--- src/rtl/apb_mem_sequencer.sv ---
// CPU data-memory request to APB master sequencer (IDLE/SETUP/ACCESS/DONE), stalling the CPU per transfer.
// Optional ACCESS wait-state timeout enabled by defining APB_TIMEOUT_EN.
module apb_mem_sequencer #(
   parameter int ADDR_W         = 8,
   parameter int DATA_W         = 16,
   parameter int TIMEOUT_CYCLES = 15
) (
   input  logic              clk,
   input  logic              rst,
   input  logic              mem_read,
   input  logic              mem_write,
   input  logic [ADDR_W-1:0] addr,
   input  logic [DATA_W-1:0] wdata,
   output logic [DATA_W-1:0] rdata,
   output logic              stall,
   output logic              err,
   output logic              psel,
   output logic              penable,
   output logic              pwrite,
   output logic [ADDR_W-1:0] paddr,
   output logic [DATA_W-1:0] pwdata,
   input  logic [DATA_W-1:0] prdata,
   input  logic              pready,
   input  logic              pslverr
);

   typedef enum logic [1:0] {IDLE, SETUP, ACCESS, DONE} state_t;

   state_t state, state_nxt;
   logic   req;
   logic   timeout;

   assign req = mem_read | mem_write;

`ifdef APB_TIMEOUT_EN
   localparam int CNT_W = $clog2(TIMEOUT_CYCLES + 1);
   logic [CNT_W-1:0] wait_cnt;

   always_ff @(posedge clk or posedge rst) begin
      if (rst)
         wait_cnt <= '0;
      else if (state == SETUP)
         wait_cnt <= '0;
      else if (state == ACCESS && !pready)
         wait_cnt <= wait_cnt + 1'b1;
   end

   // Limit is hit on the cycle whose pready-low sample would make the count reach TIMEOUT_CYCLES.
   assign timeout = (state == ACCESS) && !pready && (wait_cnt == CNT_W'(TIMEOUT_CYCLES - 1));
`else
   assign timeout = 1'b0;
`endif

   always_ff @(posedge clk or posedge rst) begin
      if (rst)
         state <= IDLE;
      else
         state <= state_nxt;
   end

   always_comb begin
      state_nxt = state;
      stall     = 1'b0;
      psel      = 1'b0;
      penable   = 1'b0;
      case (state)
         IDLE: begin
            if (req) begin
               stall     = 1'b1;
               state_nxt = SETUP;
            end
         end
         SETUP: begin
            psel      = 1'b1;
            stall     = 1'b1;
            state_nxt = ACCESS;
         end
         ACCESS: begin
            psel    = 1'b1;
            penable = 1'b1;
            stall   = 1'b1;
            if (pready || timeout)
               state_nxt = DONE;
         end
         DONE: state_nxt = IDLE;
         default: state_nxt = IDLE;
      endcase
   end

   always_ff @(posedge clk or posedge rst) begin
      if (rst) begin
         paddr  <= '0;
         pwdata <= '0;
         pwrite <= 1'b0;
         rdata  <= '0;
         err    <= 1'b0;
      end else begin
         if (state == IDLE && req) begin
            paddr  <= addr;
            pwdata <= wdata;
            pwrite <= mem_write;
         end
         if (state == ACCESS) begin
            if (pready) begin
               if (!pwrite)
                  rdata <= prdata;
               err <= pslverr;
            end else if (timeout) begin
               if (!pwrite)
                  rdata <= '0;
               err <= 1'b1;
            end
         end
      end
   end

endmodule

--- config.mk ---
export PLATFORM = sky130hd
export DESIGN_NAME = apb_mem_sequencer
export DESIGN_NICKNAME = d
export VERILOG_FILES = /design/src/rtl/apb_mem_sequencer.sv
export SDC_FILE = /design/constraint.sdc
export NUM_CORES = 1
export LEC_CHECK = 0
export ABC_AREA = 1
export BUFFER_PORTS_ARGS = -buffer_cell sky130_fd_sc_hd__buf_4
export CAP_MARGIN = 15
export CORE_ASPECT_RATIO = 1.25
export CORE_MARGIN = 10
export CORE_UTILIZATION = 45
export DETAILED_ROUTE_END_ITERATION = 7
export GPL_ROUTABILITY_DRIVEN = 0
export PLACE_DENSITY = 0.81
export SETUP_SLACK_MARGIN = 0.05
export SLEW_MARGIN = 20
export SYNTH_ARGS = -nofsm -noshare
export SYNTH_HDL_FRONTEND = slang
export SYNTH_SLANG_ARGS = --single-unit
export TNS_END_PERCENT = 20
--- constraint.sdc ---
create_clock -name clk -period 1.85 [get_ports clk]
set_input_delay 0.37 -clock clk [delete_from_list [all_inputs] [get_ports clk]]
set_output_delay 0.37 -clock clk [all_outputs]
set_load 0.01 [all_outputs]
==> reports/qor.csv <==
stage,metric,value,unit
floorplan,die_w,77.8,µm
grt,globalRoute.totalOverflow,0,
worst_setup_path,critPathKind,flip-flop to output pin,
grt,grt_usage,0.137,
placed_design,port_buffers,90,
layout,layout-drive-gt1-share,0.380,
detailed_routing,dr.first_iter.drc_count,89,
grt,grt_pass1_vias,1593,
outcome,status,completed,
timing,setup_viol,0,
detailed_routing,wirelength,4780,µm
placed_design,place_ws,359,ps
timing,period_needed,1680,ps
power,switching_share,0.372,
power,leakage,1.56,nW
clocking,numClockSinks,44,
layout,layout_common_cells,"buf_4, nand2_1, inv_1, dfrtp_1, o21ai_0",
synth,synth_warnings,0,
layout,final_core_util,0.663,
floorplan,die_area,7170,µm²
power,internal_power,2.71,mW
clocking,cts-hold-fix-buffers,0,
timing,final.period_utilization,0.910,
worst_setup_path,required,1480,ps
synth,synth_seq_cells,44,
clocking,htreeDepth,2,
detailed_routing,dr_wl_met2,2380,µm
detailed_routing,routed.top_layer,met4,
timing,tns,0,ps
clocking,clk_root_buffer_cell,clkbuf_8,
synth,synth_fp_nets,254,
power,p_total,4.31,mW
power,combPwrFrac,0.484,
detailed_routing,wl_per_cell,13.6,µm
synth,avgSynthCellArea,9.25,µm²
layout,final_cell_count_no_fill,351,
layout,layout.nets,346,
timing,fmax,594,MHz
timing,hold_viol,0,
detailed_routing,drtAntennaViolNets,0,
clocking,clkTransAtPathRegs,70,ps
worst_setup_path,cp.arrival,1310,ps
layout,syn_to_final_growth,43.6,%
power,seq_power_share,0.386,
grt,grt_max_degree,51,
timing,finClkSkew,5.67,ps
floorplan,core_area,4070,µm²
worst_setup_path,cp-end-kind,output pin,
power,pwr-share-clk,0.130,
timing,rsz0062_at_grt,false,
worst_setup_path,crit_path_start_kind,flip-flop,
floorplan,row_count,26,
grt,antenna_found_initial,0,
clocking,cts_inserted_buffers,5,
timing,max_slew_margin,0.712,
timing,drv_slew,0,
synth,syn_inst,203,
clocking,clock_path_buffers,2,
floorplan,initial_core_util,0.462,
detailed_routing,viasPerCell,4.39,
power,netSwitchingPower,1.61,mW
timing,setup_slack,166,ps
detailed_routing,drc,0,
timing,worst_slew_pin_slew,431,ps
layout,final_common_cell,buf_4,
placed_design,hpwlAfterDp,3820,µm
power,peakVddDrop,0.00107,V
run,maxCapViolCount,0,
synth,ys_seq_area_frac,0.586,
detailed_routing,met1_length,1940,µm
detailed_routing,wl_met3,324,µm
clocking,cts_tree,yes,
placed_design,dp_cells,343,
worst_setup_path,crit_path_max_fanout,4,
power,powerDensity,1600,nW/µm²
worst_hold_path,holdCritPathClass,input pin to async pin,
detailed_routing,drt_pass1_iterations,4,
detailed_routing,dr_total_vias,1542,
floorplan,io_pins,91,
layout,antenna_cells,0,
grt,grt_pass1_wl,7850,µm
clocking,clkLatencyLatePin,290,ps
synth,syn-cell-area,1880,µm²
floorplan,chipHeight,92.2,µm
synth,synth.distinct_cells,17,
## power groups by stage
stage	Sequential (mW)	Clock [mW]	Combinational, mW
after floorplan	1.87	0	0.849
after global placement	1.67	0	2.01
after detailed placement	1.69	0	2.06
after CTS	1.67	0.585	2.09
after global routing	1.73	0.625	2.35
final	1.67	0.559	2.09
## worst paths after layout
| path | startpoint | end | slack (ps) | cells after the start |
|---|---|---|---|---|
| max | state[0] | stall | 170 | 5 |
| min | rst | pwdata[9] | 80 | 2 |
| max reg2reg | state[0] | rdata[5] | 390 | 5 |
| min reg2reg | pwdata[9] | pwdata[9] | 480 | 2 |
| max in group asynchronous | rst | pwrite | 1290 | 3 |
| min in group clk | pslverr | err | 320 | 3 |
## timing repair
item	in CTS	in global routing
setup buffers	1	0
hold endpoints to repair	0	0
resized for setup	0	3
pin swaps	0	0
endpoints found under the setup margin	1	1
gates cloned	0	0
## cells by family (layout without fill, tap and decap cells)
logic type	count (synthesis)	after routing	synth area share
AND/OR/NAND/NOR	57	57	0.126
AO/OA/AOI/OAI	43	43	0.133
buffers and inverters	54	146	0.122
flip-flops	44	44	0.586
adder cells (fa/ha/maj)	5	5	0.0333
## through the flow
step / instance area [µm²] / hold slack [ps]
final: 2700 / 80.7
after global routing: 2700 / 95.2
after CTS: 2680 / 83.4
after detailed placement: 2590 / 403
after global placement: 2590 / 402
after floorplan: 1880 / 469
## registers in the layout, summed over array words and instances (netlist names)
name	count
err	1
paddr	8
pwdata	16
pwrite	1
rdata	16
state	2
## cell usage after synthesis (all sizes together)
| cell type | instances | area [µm²] |
|---|---|---|
| nor2 | 1 | 3.75 |
| clkbuf | 1 | 5.00 |
| o21ai | 42 | 244 |
| nand2 | 51 | 191 |
| ha | 5 | 62.6 |
| nand3b | 1 | 20.0 |
| buf | 7 | 51.3 |
| or2 | 1 | 6.26 |
| dfrtp | 44 | 1100 |
| nand3 | 3 | 15.0 |
| inv | 46 | 173 |
| a21oi | 1 | 5.00 |
## worst max-delay path: stages, from the launching register on
cell and delay [ps]:
dfrtp_1 380, inv_2 80, ha_4 270, inv_1 50, a21oi_2 120, buf_4 130
## final cells by class
cell class | instances | area (µm²)
Fill cell | 344 | 1370
Clock buffer | 6 | 72.6
Sequential cell | 44 | 1100
Tap cell | 56 | 70.1
Clock inverter | 1 | 5.00
Inverter | 46 | 173
Multi-Input combinational cell | 105 | 564
Timing Repair Buffer | 93 | 711
## layer usage
layer	track usage	up-vias
met1	0.144	683
li1	-	791
met2	0.233	58
met3	0.0498	10
met4	0.0732	0
met5	0	-
(Power assumes the default switching activity.)
